File: config.mk
export PLATFORM = sky130hd
export DESIGN_NAME = event_stamp_arbiter
export DESIGN_NICKNAME = d
export VERILOG_FILES = /design/src/rtl/dvs_ravens_pkg.sv /design/src/rtl/event_stamp_arbiter_rr_arbiter.sv /design/src/rtl/event_stamp_arbiter.sv
export SDC_FILE = /design/constraint.sdc
export NUM_CORES = 1
export LEC_CHECK = 0
export ABC_AREA = 0
export CORE_ASPECT_RATIO = 1.4
export CORE_MARGIN = 2
export CORE_UTILIZATION = 43
export CTS_BUF_LIST = sky130_fd_sc_hd__clkbuf_8
export CTS_CLUSTER_SIZE = 8
export DETAILED_ROUTE_END_ITERATION = 16
export GPL_ROUTABILITY_DRIVEN = 0
export PLACE_DENSITY = 0.78
export SLEW_MARGIN = 20
export SYNTH_ARGS = -nofsm -noshare
export SYNTH_HDL_FRONTEND = slang
export SYNTH_HIERARCHICAL = 1
export SYNTH_SLANG_ARGS = --single-unit
File: constraint.sdc
create_clock -name clk -period 4.1 [get_ports clk]
set_clock_uncertainty 0.05 [all_clocks]
set_input_delay 0.82 -clock clk [delete_from_list [all_inputs] [get_ports clk]]
set_output_delay 0.82 -clock clk [all_outputs]
set_load 0.01 [all_outputs]
File: src/rtl/dvs_ravens_pkg.sv
// Shared constants and types for the DVS-to-RAVENS event path.
package dvs_ravens_pkg;

   localparam int unsigned TIMESTAMP_US_BITS      = 32;

   localparam int unsigned STAMP_ARB_NUM_REQ      = 4;
   localparam int unsigned STAMP_ARB_PAYLOAD_BITS = 16;
   localparam int unsigned STAMP_ARB_SRC_BITS     = $clog2(STAMP_ARB_NUM_REQ);

   // Occupancy of the single-entry output stage of the stamp arbiter.
   typedef enum logic {
      STAGE_EMPTY = 1'b0,
      STAGE_FULL  = 1'b1
   } stage_state_t;

   // One stamped entry as seen downstream (default-sized arbiter).
   typedef struct packed {
      logic                              wrap;
      logic [STAMP_ARB_SRC_BITS-1:0]     src;
      logic [STAMP_ARB_PAYLOAD_BITS-1:0] payload;
      logic [TIMESTAMP_US_BITS-1:0]      time_us;
   } stamped_event_t;

endpackage

File: src/rtl/event_stamp_arbiter_rr_arbiter.sv
// Combinational round-robin picker: first set request after 'last'.
module rr_arbiter #(
   parameter  int unsigned NUM_REQ = 4,
   localparam int unsigned IDX_W   = $clog2(NUM_REQ)
) (
   input  logic [NUM_REQ-1:0] req,
   input  logic [IDX_W-1:0]   last,
   input  logic               en,
   output logic [NUM_REQ-1:0] grant,
   output logic [IDX_W-1:0]   grant_idx,
   output logic               grant_any
);

   logic [31:0] cand;

   // Scan last+1 .. last+NUM_REQ (mod NUM_REQ); first hit wins.
   always_comb begin
      grant     = '0;
      grant_idx = '0;
      grant_any = 1'b0;
      cand      = '0;
      for (int unsigned k = 1; k <= NUM_REQ; k++) begin
         cand = (32'(last) + 32'(k)) % 32'(NUM_REQ);
         if (en && !grant_any && req[cand]) begin
            grant[cand] = 1'b1;
            grant_idx   = IDX_W'(cand);
            grant_any   = 1'b1;
         end
      end
   end

endmodule

File: src/rtl/event_stamp_arbiter.sv
// Stamps events from several requesters with time_us under round-robin
// arbitration and inserts a wrap marker whenever the timer rolls over.
module event_stamp_arbiter
   import dvs_ravens_pkg::*;
#(
   parameter  int unsigned NUM_REQ      = STAMP_ARB_NUM_REQ,
   parameter  int unsigned PAYLOAD_BITS = STAMP_ARB_PAYLOAD_BITS,
   localparam int unsigned SRC_BITS     = $clog2(NUM_REQ)
) (
   input  logic                              clk,
   input  logic                              rst,
   input  logic [TIMESTAMP_US_BITS-1:0]      time_us,
   input  logic [NUM_REQ-1:0]                req_valid,
   input  logic [NUM_REQ*PAYLOAD_BITS-1:0]   req_payload,
   output logic [NUM_REQ-1:0]                req_ready,
   output logic                              out_valid,
   input  logic                              out_ready,
   output logic                              out_wrap,
   output logic [SRC_BITS-1:0]               out_src,
   output logic [PAYLOAD_BITS-1:0]           out_payload,
   output logic [TIMESTAMP_US_BITS-1:0]      out_time_us
);

   stage_state_t                   state;
   logic [TIMESTAMP_US_BITS-1:0]   prev_time_us;
   logic                           wrap_pending;
   logic [SRC_BITS-1:0]            last;

   logic                           load;
   logic                           wrap_evt;
   logic                           marker_req;
   logic                           arb_en;
   logic [NUM_REQ-1:0]             grant;
   logic [SRC_BITS-1:0]            grant_idx;
   logic                           grant_any;
   logic [PAYLOAD_BITS-1:0]        grant_payload;

   assign out_valid     = (state == STAGE_FULL);
   assign load          = (state == STAGE_EMPTY) || out_ready;
   assign wrap_evt      = (time_us < prev_time_us);
   assign marker_req    = wrap_evt || wrap_pending;
   // Markers take priority over events, and nothing is granted during reset.
   assign arb_en        = load && !marker_req && !rst;
   assign req_ready     = grant;
   assign grant_payload = req_payload[grant_idx*PAYLOAD_BITS +: PAYLOAD_BITS];

   rr_arbiter #(
      .NUM_REQ (NUM_REQ)
   ) u_rr_arbiter (
      .req       (req_valid),
      .last      (last),
      .en        (arb_en),
      .grant     (grant),
      .grant_idx (grant_idx),
      .grant_any (grant_any)
   );

   // Output stage, wrap tracking and round-robin pointer.
   always_ff @(posedge clk or posedge rst) begin
      if (rst) begin
         state        <= STAGE_EMPTY;
         out_wrap     <= 1'b0;
         out_src      <= '0;
         out_payload  <= '0;
         out_time_us  <= '0;
         wrap_pending <= 1'b0;
         prev_time_us <= '0;
         last         <= SRC_BITS'(NUM_REQ - 1);
      end else begin
         prev_time_us <= time_us;
         if (load) begin
            if (marker_req) begin
               state        <= STAGE_FULL;
               out_wrap     <= 1'b1;
               out_src      <= '0;
               out_payload  <= '0;
               out_time_us  <= time_us;
               wrap_pending <= 1'b0;
            end else if (grant_any) begin
               state        <= STAGE_FULL;
               out_wrap     <= 1'b0;
               out_src      <= grant_idx;
               out_payload  <= grant_payload;
               out_time_us  <= time_us;
               last         <= grant_idx;
            end else begin
               state        <= STAGE_EMPTY;
            end
         end else if (marker_req) begin
            // Stalled: remember the rollover; further wraps merge into it.
            wrap_pending <= 1'b1;
         end
      end
   end

endmodule

==> reports/qor.csv <==
metric,value,unit
CTS root buf,clkbuf_8,
Mean Syn Cell Area,11.76,µm²
n_diodes,0,
Post-synth EDFFs,0,
Routed wire per std cell,17.17,µm
CP endpoint kind,primary output,
fin cells,757,
Post-Syn Area,0.004716,mm²
largest net degree at the start of global routing,46,
CP Launch Point,time_us[3],
Port Buffers,158,
die footprint,0.01183,mm²
Seq pwr share,42.2,%
Post-synth ARST share,100.0,%
register-to-register setup slack,0.50,ns
final WL,13000,µm
CP Launch Type,input port,
worst path arrival time,3.15,ns
Worst path slowest cell,clkdlybuf4s50_1,
Synth cell types,42,
Final Max Tran Viols,0,
total CTS buffers,9,
Clk pwr share,25.8,%
Max Cap Viol,0,
Logic pwr share,32.0,%
die width,92.51,µm
P_sw,691.7,µW
WP depth,12,
Pint,1709,µW
via density per instance,5.144,
routed via count,3894,
row count,45,
syn nets,543,
setup TNS,0,ns
DP HPWL,9570,µm
Worst Hold Endpoint,out_time_us[22],
Inst Count DP,729,
Synth area leader,dfrtp_1,
sequential share of the synthesized area,46.22,%
total grt overflow,0,
CTS H-Tree Depth,3,
worst relative slew slack,47.18,%
worst-path cell chain,"clkdlybuf4s50_1, ha_1, a2111oi_4, buf_4, o31a_1, a31oi_2, o21bai_2, nor3_2, buf_4, buf_4, o2bb2ai_1, buf_2",
most frequent CP cell,buf_4,
antenna violations before repair,0,
layout cell share with drive strength beyond 1,27.11,%
synth top area cells,"dfrtp_1 45%, ha_1 10%, mux4_2 9.1%, mux2_2 8.4%, inv_1 3.7%",
P_leak,0.003228,µW
Critical Path Max Stage Delay,0.51,ns
Least-Margin Pin Slew,0.7914,ns
min cycle time layout,4.021,ns
worst-path maximum fanout,4,
critical path class,input port to primary output,
worst hold start,out_time_us[22],
Hold Path Class,flop to flop,
DRC,0,
most common flop cell mapped by yosys,dfrtp_1,
Peak VDD IR,0.2917,mV
WHS Path Cells,1,
CTS tree,done,
gr usage total,21.74,%
Yosys Warn Count,6,
status,finished clean,
post-route clock period utilization,98.07,%
clock latency on the worst-skew pair,0.36,ns
most frequent cells in the layout,"128 x clkdlybuf4s50_1, 85 x dfrtp_1, 52 x buf_4, 46 x inv_1, 39 x nand2_1",
Area growth syn-to-layout,55.56,%
post-route ant nets,0,
DRT iter0 DRCs,104,
switch share,28.81,%
reg-to-reg startpoint,prev_time_us[14],
post-cts hold buffer count,0,
# fillers,797,
clk slew on worst S/H paths,0.08,ns
top cell type's share of synthesized area,45.10,%
Mapped Cells,401,
critical path required time,3.23,ns
number of global-route vias before repair,4191,
1st-pass router iterations,4,
final hold violations,0,
PwrDens,327.3,mW/mm²
WHS,0.4579,ns
Yosys reg bits,87,
Crit path max-delay family,buffers and inverters,
RR Endpoint,out_payload[1],
Final nets,753,
first-pass GRT wire length,20160,µm
Worst Path Buf+Inv,5,
Die H,127.9,µm
"most common cell after layout, fill and taps aside",clkdlybuf4s50_1,
core area,0.01075,mm²
Clock Path Buffers,2,
Setup-failing EPs final,0,
clock sink count,87,
Initial Util,43.85,%
R2R cell count,16,
I/O Pins,159,
fmax,248.7,MHz
-- repair_timing --
action | CTS | global route
pin swaps | 15 | 21
gates cloned | 0 | 1
setup buffers | 4 | 7
resized for setup | 37 | 42
endpoints found under the setup margin | 39 | 52
-- how the worst max path moves through the flow --
stage,to,slack (ns)
after floorplan,out_payload[1],0.006
after detailed placement,out_time_us[22],-0.70
after CTS,out_payload[8],0.001
after global placement,out_time_us[22],-0.56
final,req_ready[3],0.08
after global routing,req_ready[3],-0.07
-- sequential cells by signal, summed over array words and instances (netlist names) --
| name | count |
|---|---|
| last | 2 |
| wrap_pending | 1 |
| out_valid | 1 |
| out_src | 2 |
| prev_time_us | 32 |
| out_time_us | 32 |
| out_wrap | 1 |
| out_payload | 16 |
-- worst register-to-register path, stage by stage, from the launching register on --
cell and delay (ns):
dfrtp_1 0.33, inv_1 0.04, ha_1 0.30, and4_4 0.23, nand4_1 0.10, o31a_1 0.34, a31oi_2 0.24, o21bai_2 0.12
nor3_2 0.15, buf_4 0.15, buf_4 0.10, nand2_1 0.07, a21oi_4 0.27, clkbuf_16 0.23, mux4_2 0.52, a22oi_2 0.15
o21ai_0 0.09
-- power groups by stage --
stage,clock network [µW],logic (µW),registers [µW]
after floorplan,0,292,1060
final,618,769,1010
after CTS,635,747,1010
after global placement,0,713,1020
after global routing,666,829,1030
after detailed placement,0,730,1030
-- cell families (layout without fill, tap and decap cells) --
logic type | after synthesis | count (layout) | share of synthesized area, %
flip-flops | 87 | 87 | 46.22
adder cells (fa/ha/maj) | 39 | 39 | 10.35
AND/OR/NAND/NOR | 66 | 66 | 6.713
multiplexers | 64 | 64 | 19.85
buffers and inverters | 62 | 277 | 5.731
AO/OA/AOI/OAI | 83 | 83 | 11.14
-- per-layer routing --
layer	track usage, %	wire length, µm
met2	38.94	7097
met4	5.882	179
met1	25.76	5023
met3	5.644	698
met5	0	0
-- synthesized netlist by cell type (7+ instances only) --
library cell and instances:
dfrtp_1 85, inv_1 46, a21oi_1 13, nand2_1 39, mux4_2 19, ha_1 39, o21ai_0 24, a22oi_1 18
mux2i_1 8, mux2_2 35, clkbuf_1 7
-- through the flow --
step	util (%)	power, µW	instance area (µm²)	worst slack (ns)
2_1_floorplan	-	1356	4721	0.005506
3_3_place_gp	62.87	1738	6761	-0.5633
3_5_place_dp	62.87	1759	6761	-0.7010
4_1_cts	65.65	2395	7061	0.001485
5_1_grt	68.21	2523	7336	-0.06670
6_report	68.21	2401	7336	0.07914
-- layout make-up --
type,count,area [µm²],area share [%]
Tap cell,141,176.4,2.405
Clock inverter,6,68.82,0.9381
Clock buffer,10,137.6,1.876
Sequential cell,87,2180,29.71
Timing Repair Buffer,214,2059,28.07
Multi-Input combinational cell,252,2536,34.57
Inverter,47,177.7,2.422
(Power assumes the default switching activity.)
